File: config.mk
export PLATFORM = sky130hd
export DESIGN_NAME = mips_multicycle_ctrl_flat
export DESIGN_NICKNAME = d
export VERILOG_FILES = /design/src/rtl/mips_ctrl_pkg.sv /design/src/rtl/mips_multicycle_ctrl_if.sv /design/src/rtl/mips_ctrl_decode.sv /design/src/rtl/mips_multicycle_ctrl.sv /design/src/flat_wrapper.sv
export SDC_FILE = /design/constraint.sdc
export NUM_CORES = 1
export LEC_CHECK = 0
export CAP_MARGIN = 20
export CORE_ASPECT_RATIO = 1.1
export CORE_MARGIN = 2
export CORE_UTILIZATION = 41
export CTS_BUF_LIST = sky130_fd_sc_hd__clkbuf_4
export DETAILED_ROUTE_END_ITERATION = 8
export GPL_ROUTABILITY_DRIVEN = 0
export PLACE_DENSITY_LB_ADDON = 0.1
export REMOVE_ABC_BUFFERS = 1
export SETUP_SLACK_MARGIN = 0.5
export SLEW_MARGIN = 20
export SYNTH_ARGS = -nofsm -noshare
export SYNTH_HDL_FRONTEND = slang
export SYNTH_SLANG_ARGS = --single-unit
File: constraint.sdc
create_clock -name clk -period 2.95 [get_ports clk]
set_input_delay 0.59 -clock clk [delete_from_list [all_inputs] [get_ports clk]]
set_output_delay 0.59 -clock clk [all_outputs]
set_load 0.05 [all_outputs]
File: src/rtl/mips_ctrl_pkg.sv
// Shared constants and types for the multicycle MIPS main control FSM:
// opcodes, state encodings, ALUOp / mux-select codes and the control word.
package mips_ctrl_pkg;

  // Opcodes (instruction[31:26])
  localparam logic [5:0] OP_RTYPE = 6'b000000;
  localparam logic [5:0] OP_LW    = 6'b100011;
  localparam logic [5:0] OP_SW    = 6'b101011;
  localparam logic [5:0] OP_BEQ   = 6'b000100;
  localparam logic [5:0] OP_J     = 6'b000010;
  localparam logic [5:0] OP_ADDI  = 6'b001000;

  // State encodings (visible on state_dbg)
  localparam logic [3:0] S_FETCH   = 4'd0;
  localparam logic [3:0] S_DECODE  = 4'd1;
  localparam logic [3:0] S_MEMADR  = 4'd2;
  localparam logic [3:0] S_MEMRD   = 4'd3;
  localparam logic [3:0] S_MEMWB   = 4'd4;
  localparam logic [3:0] S_MEMWR   = 4'd5;
  localparam logic [3:0] S_RTYPEEX = 4'd6;
  localparam logic [3:0] S_RTYPEWB = 4'd7;
  localparam logic [3:0] S_BEQEX   = 4'd8;
  localparam logic [3:0] S_JEX     = 4'd9;
  localparam logic [3:0] S_ADDIEX  = 4'd10;
  localparam logic [3:0] S_ADDIWB  = 4'd11;

  // ALUOp codes consumed by ALUcontrol
  localparam logic [1:0] ALUOP_ADD   = 2'b00;
  localparam logic [1:0] ALUOP_SUB   = 2'b01;
  localparam logic [1:0] ALUOP_FUNCT = 2'b10;

  // ALU B source selects
  localparam logic [1:0] SRCB_B      = 2'b00;
  localparam logic [1:0] SRCB_FOUR   = 2'b01;
  localparam logic [1:0] SRCB_IMM    = 2'b10;
  localparam logic [1:0] SRCB_IMM_SH = 2'b11;

  // PC source selects
  localparam logic [1:0] PCSRC_ALU    = 2'b00;
  localparam logic [1:0] PCSRC_ALUOUT = 2'b01;
  localparam logic [1:0] PCSRC_JUMP   = 2'b10;

  typedef struct packed {
    logic       pc_write;
    logic       pc_write_cond;
    logic       i_or_d;
    logic       mem_read;
    logic       mem_write;
    logic       ir_write;
    logic       mem_to_reg;
    logic       reg_dst;
    logic       reg_write;
    logic       alu_src_a;
    logic [1:0] alu_src_b;
    logic [1:0] alu_op;
    logic [1:0] pc_source;
  } ctrl_word_t;

  // States that wait on the memory handshake and run the wait counter
  function automatic logic is_wait_state(input logic [3:0] st);
    return (st == S_FETCH) || (st == S_MEMRD) || (st == S_MEMWR);
  endfunction

endpackage

File: src/rtl/mips_multicycle_ctrl_if.sv
// Controller <-> datapath bundle: IR opcode and memory handshake in,
// mux selects, strobes and status out.
interface mips_multicycle_ctrl_if;
  logic [5:0] opcode;
  logic       mem_ready;
  logic       pc_write;
  logic       pc_write_cond;
  logic       i_or_d;
  logic       mem_read;
  logic       mem_write;
  logic       ir_write;
  logic       mem_to_reg;
  logic       reg_dst;
  logic       reg_write;
  logic       alu_src_a;
  logic [1:0] alu_src_b;
  logic [1:0] alu_op;
  logic [1:0] pc_source;
  logic [3:0] state_dbg;
  logic       illegal_op;
  logic       mem_timeout;

  modport master (
    input  opcode, mem_ready,
    output pc_write, pc_write_cond, i_or_d, mem_read, mem_write, ir_write,
           mem_to_reg, reg_dst, reg_write, alu_src_a, alu_src_b, alu_op,
           pc_source, state_dbg, illegal_op, mem_timeout
  );

  modport slave (
    output opcode, mem_ready,
    input  pc_write, pc_write_cond, i_or_d, mem_read, mem_write, ir_write,
           mem_to_reg, reg_dst, reg_write, alu_src_a, alu_src_b, alu_op,
           pc_source, state_dbg, illegal_op, mem_timeout
  );
endinterface

File: src/rtl/mips_ctrl_decode.sv
// Combinational state -> control-word decode. FETCH's pc_write/ir_write
// depend on mem_ready and are added by the top level.
module mips_ctrl_decode
  import mips_ctrl_pkg::*;
(
  input  logic [3:0] state,
  output ctrl_word_t cw
);

  // Moore decode of the current state; unlisted fields stay 0
  always_comb begin
    cw = '0;
    case (state)
      S_FETCH: begin
        cw.mem_read  = 1'b1;
        cw.i_or_d    = 1'b0;
        cw.alu_src_a = 1'b0;
        cw.alu_src_b = SRCB_FOUR;
        cw.alu_op    = ALUOP_ADD;
        cw.pc_source = PCSRC_ALU;
      end
      S_DECODE: begin
        cw.alu_src_a = 1'b0;
        cw.alu_src_b = SRCB_IMM_SH;
        cw.alu_op    = ALUOP_ADD;
      end
      S_MEMADR, S_ADDIEX: begin
        cw.alu_src_a = 1'b1;
        cw.alu_src_b = SRCB_IMM;
        cw.alu_op    = ALUOP_ADD;
      end
      S_MEMRD: begin
        cw.mem_read = 1'b1;
        cw.i_or_d   = 1'b1;
      end
      S_MEMWB: begin
        cw.reg_dst    = 1'b0;
        cw.mem_to_reg = 1'b1;
        cw.reg_write  = 1'b1;
      end
      S_MEMWR: begin
        cw.mem_write = 1'b1;
        cw.i_or_d    = 1'b1;
      end
      S_RTYPEEX: begin
        cw.alu_src_a = 1'b1;
        cw.alu_src_b = SRCB_B;
        cw.alu_op    = ALUOP_FUNCT;
      end
      S_RTYPEWB: begin
        cw.reg_dst    = 1'b1;
        cw.mem_to_reg = 1'b0;
        cw.reg_write  = 1'b1;
      end
      S_BEQEX: begin
        cw.alu_src_a     = 1'b1;
        cw.alu_src_b     = SRCB_B;
        cw.alu_op        = ALUOP_SUB;
        cw.pc_write_cond = 1'b1;
        cw.pc_source     = PCSRC_ALUOUT;
      end
      S_JEX: begin
        cw.pc_write  = 1'b1;
        cw.pc_source = PCSRC_JUMP;
      end
      S_ADDIWB: begin
        cw.reg_dst    = 1'b0;
        cw.mem_to_reg = 1'b0;
        cw.reg_write  = 1'b1;
      end
      default: cw = '0;
    endcase
  end

endmodule

File: src/rtl/mips_multicycle_ctrl.sv
// Main control FSM for the multicycle MIPS datapath: state register,
// next-state logic, bounded memory-wait counter and status pulses.
module mips_multicycle_ctrl
  import mips_ctrl_pkg::*;
#(
  parameter int MEM_TIMEOUT = 16,
  parameter bit HAS_ADDI    = 1'b1
) (
  input logic                    clk,
  input logic                    rst_n,
  mips_multicycle_ctrl_if.master bus
);

  localparam int             CW      = (MEM_TIMEOUT > 1) ? $clog2(MEM_TIMEOUT) : 1;
  localparam bit             TO_EN   = (MEM_TIMEOUT > 0);
  localparam logic [CW-1:0]  TO_LAST = CW'((MEM_TIMEOUT > 0) ? (MEM_TIMEOUT - 1) : 0);

  logic [3:0]    state_r;
  logic [3:0]    next_state_s;
  logic [CW-1:0] wait_cnt_r;
  logic          illegal_s;
  logic          timeout_s;
  logic          timeout_hit_s;
  logic          illegal_op_r;
  logic          mem_timeout_r;
  ctrl_word_t    cw_s;
  ctrl_word_t    out_s;

  mips_ctrl_decode u_decode (
    .state (state_r),
    .cw    (cw_s)
  );

  // A wait state has used up its budget with memory still not ready
  always_comb begin
    if (TO_EN && !bus.mem_ready && (wait_cnt_r == TO_LAST)) begin
      timeout_hit_s = 1'b1;
    end else begin
      timeout_hit_s = 1'b0;
    end
  end

  // Next-state selection and abort/illegal pulse requests
  always_comb begin
    next_state_s = state_r;
    illegal_s    = 1'b0;
    timeout_s    = 1'b0;
    case (state_r)
      S_FETCH: begin
        if (bus.mem_ready) begin
          next_state_s = S_DECODE;
        end else if (timeout_hit_s) begin
          next_state_s = S_FETCH;
          timeout_s    = 1'b1;
        end else begin
          next_state_s = S_FETCH;
        end
      end
      S_DECODE: begin
        case (bus.opcode)
          OP_LW, OP_SW: next_state_s = S_MEMADR;
          OP_RTYPE:     next_state_s = S_RTYPEEX;
          OP_BEQ:       next_state_s = S_BEQEX;
          OP_J:         next_state_s = S_JEX;
          OP_ADDI: begin
            if (HAS_ADDI) begin
              next_state_s = S_ADDIEX;
            end else begin
              next_state_s = S_FETCH;
              illegal_s    = 1'b1;
            end
          end
          default: begin
            next_state_s = S_FETCH;
            illegal_s    = 1'b1;
          end
        endcase
      end
      S_MEMADR: begin
        if (bus.opcode == OP_LW) begin
          next_state_s = S_MEMRD;
        end else begin
          next_state_s = S_MEMWR;
        end
      end
      S_MEMRD: begin
        if (bus.mem_ready) begin
          next_state_s = S_MEMWB;
        end else if (timeout_hit_s) begin
          next_state_s = S_FETCH;
          timeout_s    = 1'b1;
        end else begin
          next_state_s = S_MEMRD;
        end
      end
      S_MEMWR: begin
        if (bus.mem_ready || timeout_hit_s) begin
          next_state_s = S_FETCH;
          timeout_s    = !bus.mem_ready;
        end else begin
          next_state_s = S_MEMWR;
        end
      end
      S_RTYPEEX: next_state_s = S_RTYPEWB;
      S_ADDIEX:  next_state_s = S_ADDIWB;
      S_MEMWB, S_RTYPEWB, S_BEQEX, S_JEX, S_ADDIWB: next_state_s = S_FETCH;
      default:   next_state_s = S_FETCH;
    endcase
  end

  // State register
  always_ff @(posedge clk or negedge rst_n) begin
    if (!rst_n) begin
      state_r <= S_FETCH;
    end else begin
      state_r <= next_state_s;
    end
  end

  // Memory wait counter: counts not-ready cycles, restarts on any state change or abort
  always_ff @(posedge clk or negedge rst_n) begin
    if (!rst_n) begin
      wait_cnt_r <= '0;
    end else if ((next_state_s != state_r) || timeout_s) begin
      wait_cnt_r <= '0;
    end else if (is_wait_state(state_r) && !bus.mem_ready) begin
      wait_cnt_r <= wait_cnt_r + CW'(1);
    end else begin
      wait_cnt_r <= wait_cnt_r;
    end
  end

  // One-cycle status pulses, registered
  always_ff @(posedge clk or negedge rst_n) begin
    if (!rst_n) begin
      illegal_op_r  <= 1'b0;
      mem_timeout_r <= 1'b0;
    end else begin
      illegal_op_r  <= illegal_s;
      mem_timeout_r <= timeout_s;
    end
  end

  // Output control word: FETCH loads PC/IR on mem_ready; everything quiet under reset
  always_comb begin
    out_s = '0;
    if (rst_n) begin
      out_s = cw_s;
      if (state_r == S_FETCH) begin
        out_s.pc_write = bus.mem_ready;
        out_s.ir_write = bus.mem_ready;
      end else begin
        out_s.pc_write = cw_s.pc_write;
        out_s.ir_write = cw_s.ir_write;
      end
    end else begin
      out_s = '0;
    end
  end

  assign bus.pc_write      = out_s.pc_write;
  assign bus.pc_write_cond = out_s.pc_write_cond;
  assign bus.i_or_d        = out_s.i_or_d;
  assign bus.mem_read      = out_s.mem_read;
  assign bus.mem_write     = out_s.mem_write;
  assign bus.ir_write      = out_s.ir_write;
  assign bus.mem_to_reg    = out_s.mem_to_reg;
  assign bus.reg_dst       = out_s.reg_dst;
  assign bus.reg_write     = out_s.reg_write;
  assign bus.alu_src_a     = out_s.alu_src_a;
  assign bus.alu_src_b     = out_s.alu_src_b;
  assign bus.alu_op        = out_s.alu_op;
  assign bus.pc_source     = out_s.pc_source;
  assign bus.state_dbg     = state_r;
  assign bus.illegal_op    = illegal_op_r;
  assign bus.mem_timeout   = mem_timeout_r;

endmodule

File: src/flat_wrapper.sv
// flat-port wrapper written by rule: the top's interface ports become plain ports
module mips_multicycle_ctrl_flat import mips_ctrl_pkg::*;
#(
  parameter int MEM_TIMEOUT = 16,
  parameter bit HAS_ADDI    = 1'b1
)
  (clk, rst_n, bus_opcode, bus_mem_ready, bus_pc_write, bus_pc_write_cond, bus_i_or_d, bus_mem_read, bus_mem_write, bus_ir_write, bus_mem_to_reg, bus_reg_dst, bus_reg_write, bus_alu_src_a, bus_alu_src_b, bus_alu_op, bus_pc_source, bus_state_dbg, bus_illegal_op, bus_mem_timeout);
  mips_multicycle_ctrl_if bus_i ();
  input logic clk;
  input logic rst_n;
  input wire logic [$bits(bus_i.opcode)-1:0] bus_opcode;
  input wire logic [$bits(bus_i.mem_ready)-1:0] bus_mem_ready;
  output wire logic [$bits(bus_i.pc_write)-1:0] bus_pc_write;
  output wire logic [$bits(bus_i.pc_write_cond)-1:0] bus_pc_write_cond;
  output wire logic [$bits(bus_i.i_or_d)-1:0] bus_i_or_d;
  output wire logic [$bits(bus_i.mem_read)-1:0] bus_mem_read;
  output wire logic [$bits(bus_i.mem_write)-1:0] bus_mem_write;
  output wire logic [$bits(bus_i.ir_write)-1:0] bus_ir_write;
  output wire logic [$bits(bus_i.mem_to_reg)-1:0] bus_mem_to_reg;
  output wire logic [$bits(bus_i.reg_dst)-1:0] bus_reg_dst;
  output wire logic [$bits(bus_i.reg_write)-1:0] bus_reg_write;
  output wire logic [$bits(bus_i.alu_src_a)-1:0] bus_alu_src_a;
  output wire logic [$bits(bus_i.alu_src_b)-1:0] bus_alu_src_b;
  output wire logic [$bits(bus_i.alu_op)-1:0] bus_alu_op;
  output wire logic [$bits(bus_i.pc_source)-1:0] bus_pc_source;
  output wire logic [$bits(bus_i.state_dbg)-1:0] bus_state_dbg;
  output wire logic [$bits(bus_i.illegal_op)-1:0] bus_illegal_op;
  output wire logic [$bits(bus_i.mem_timeout)-1:0] bus_mem_timeout;
  assign bus_i.opcode = bus_opcode;
  assign bus_i.mem_ready = bus_mem_ready;
  assign bus_pc_write = bus_i.pc_write;
  assign bus_pc_write_cond = bus_i.pc_write_cond;
  assign bus_i_or_d = bus_i.i_or_d;
  assign bus_mem_read = bus_i.mem_read;
  assign bus_mem_write = bus_i.mem_write;
  assign bus_ir_write = bus_i.ir_write;
  assign bus_mem_to_reg = bus_i.mem_to_reg;
  assign bus_reg_dst = bus_i.reg_dst;
  assign bus_reg_write = bus_i.reg_write;
  assign bus_alu_src_a = bus_i.alu_src_a;
  assign bus_alu_src_b = bus_i.alu_src_b;
  assign bus_alu_op = bus_i.alu_op;
  assign bus_pc_source = bus_i.pc_source;
  assign bus_state_dbg = bus_i.state_dbg;
  assign bus_illegal_op = bus_i.illegal_op;
  assign bus_mem_timeout = bus_i.mem_timeout;
  mips_multicycle_ctrl #(.MEM_TIMEOUT(MEM_TIMEOUT), .HAS_ADDI(HAS_ADDI)) u_core (.clk(clk), .rst_n(rst_n), .bus(bus_i));
endmodule
==> reports/qor.csv <==
metric,value,unit
status,"finished, final reports clean",
H-tree depth,1,
crit-path max cell delay,480,ps
"area leader, netlist",dfrtp_1,
crit path kind,in -> out,
CTS root buf,clkbuf_4,
crit-path cells,clkdlybuf4s50_1 > inv_1 > nor4_2 > or2_2 > buf_12,
DRT iter0 DRCs,22,
ANT cells,0,
hold_buf cts,0,
synthesized area,1010,sq um
routed len/inst,13.9,um
Slew @ Worst Pin,501,ps
Final period util,0.796,
total power,0.477,mW
DR vias,1090,
Buffers on Ports,30,
Reg power frac,0.340,
Synth top cells by count,"nor2_1 (20), dfrtp_1 (10), a21oi_1 (7)",
Post-DP Area,1510,sq um
GRT Overall Usage,0.198,
relative slew slack,0.665,
CORE AREA,2300,sq um
Cells after Synth,127,
vias in the first global route,1040,
first-pass GRT wire length,4.50,mm
die height,56.1,um
most common cell in the netlist,nor2_1,
CP endpoint kind,primary output,
drt via density,5.77,
Final ANT Viol Nets,0,
crit path launch type,primary input,
starting density of the core,0.440,
maxcap violations,0,
Max Clk Rate,0.426,GHz
final hold violation count,0,
Slowest cell on crit path,clkdlybuf4s50_1,
Setup TNS,0,ps
Yosys cell types,50,
Top Ports,31,
sw frac,0.385,
Hold Path Class,in -> async,
CTS tree,done,
Yosys warning total,0,
Die Width,51.3,um
"Clk Latency, worst-skew pair",260,ps
Routed WL,2.63,mm
Final Instance Area,1540,sq um
Clock transition at path regs,60,ps
row count,18,
Yosys top cell area share,0.248,
setup violators final,0,
Post-CTS Setup Inserts,0,
"Max FO, Critical Path",2,
nets,170,
Clock power frac,0.189,
full die area,2880,sq um
maximum root-to-sink buffer count,2,
DP HPWL,2.15,mm
Switch Pwr,0.184,mW
Logic pwr share,0.471,
Pint,0.293,mW
RSZ-0062 raised after global routing,false,
Reg2Reg Setup Slack,1120,ps
fin cells,189,
largest net degree at the start of global routing,20,
fraction of layout cells with a size suffix above 1,0.270,
DR pass1 iterations,4,
register area share after synthesis,0.248,
Mean Syn Cell Area,7.96,sq um
PwrDens,309,nW/um^2
Final min period,2350,ps
total CTS buffers,3,
final slew viol count,0,
Synth Flop Type,dfrtp_1,
initial antenna violation count,0,
"EDFF count, synth",0,
Remaining DRCs,0,
worst clock skew,1.32,ps
total placed cells including tap cells,185,
clk sinks,10,
Layout area overhead,52.6,%
Worst EP required,2360,ps
peak supply drop,0.336,mV
LEAKAGE,0.597,nW
CP Data Arrival Time,1760,ps
post-synthesis register bit count,10,
synth top area cells,"dfrtp_1 (25%), nor2_1 (7.4%), xnor2_1 (4.3%)",
post-synthesis async set-or-reset flop share,1.00,
grt ovf,0,
==> power groups by stage <==
stage	clock, mW	combinational (mW)	sequential, mW
5_1_grt	0.101	0.242	0.163
3_3_place_gp	0	0.221	0.164
6_report	0.0901	0.225	0.162
3_5_place_dp	0	0.224	0.164
2_1_floorplan	0	0.108	0.184
4_1_cts	0.0971	0.224	0.161
==> layout by cell type, fill, tap and decap left out, types with 3 or more instances in the layout <==
| cell type | netlist | routed |
|---|---|---|
| dfrtp_1 | 10 | 7 |
| or2_2 | 3 | 3 |
| o211ai_1 | 3 | 3 |
| buf_4 | 4 | 7 |
| clkbuf_4 | 0 | 3 |
| nand2_1 | 6 | 6 |
| dfrtp_2 | 0 | 3 |
| buf_12 | 0 | 16 |
| clkdlybuf4s50_1 | 0 | 12 |
| inv_1 | 5 | 5 |
| nor2_1 | 20 | 20 |
| xnor2_1 | 5 | 5 |
| a21oi_1 | 7 | 7 |
| nand3_1 | 6 | 6 |
| o21ai_0 | 5 | 5 |
| nor3_1 | 5 | 5 |
| o21a_1 | 3 | 3 |
==> state kept, by name, indices dropped and copies added (netlist names) <==
register / count
u_core.wait_cnt_r: 4
u_core.bus.mem_timeout: 1
u_core.bus.illegal_op: 1
u_core.bus.state_dbg: 4
==> path summary, 6_finish.rpt <==
kind                                    startpoint                       to  depth (start not counted)
max                                  bus_mem_ready             bus_pc_write                          5
min                                          rst_n     u_core.wait_cnt_r[2]                          2
max reg2reg                u_core.bus.state_dbg[0]     u_core.wait_cnt_r[1]                          6
min reg2reg                   u_core.wait_cnt_r[3]   u_core.bus.mem_timeout                          2
max in group asynchronous                    rst_n  u_core.bus.state_dbg[1]                          2
min in group clk              u_core.wait_cnt_r[3]   u_core.bus.mem_timeout                          2
==> metal layers <==
layer / routed length, um / track usage / vias to the layer above
met2: 1340 / 0.358 / 32
met4: 29 / 0.0564 / 0
met3: 113 / 0.0242 / 4
met5: 0 / 0 / -
li1: - / - / 535
met1: 1150 / 0.241 / 519
==> layout make-up <==
cell class,instances,area [sq um]
clock buffer,3,22.5
clock inverter,1,3.75
fill,203,754
inverter,5,18.8
multi-input combinational,103,696
sequential,10,254
tap,30,37.5
timing repair buffer,37,510
==> through the flow <==
| step | hold WS, ps | util | worst slack, ps |
|---|---|---|---|
| after floorplan | 294 | - | -1050 |
| after detailed placement | 619 | 0.656 | 334 |
| final | 575 | 0.672 | 602 |
| after CTS | 560 | 0.667 | 502 |
| after global routing | 573 | 0.672 | 526 |
| after global placement | 620 | 0.656 | 339 |
==> logic make-up after synthesis <==
family,share of synthesized area
flip-flops,0.248
multiplexers,0.0111
AND/OR/NAND/NOR,0.316
XOR/XNOR,0.0520
adder cells (fa/ha/maj),0.0124
buffers and inverters,0.0718
AO/OA/AOI/OAI,0.290
==> critical path, delay by kind of cell <==
| kind | cells | cell delay (ps) |
|---|---|---|
| buffers and inverters | 3 | 680 |
| and+or+nand+nor | 2 | 490 |
==> repair_timing <==
action | CTS | global route
pin swaps | 0 | 0
endpoints found under the setup margin | 7 | 8
gates resized for setup | 3 | 4
Power figures use the tool's default switching activity.
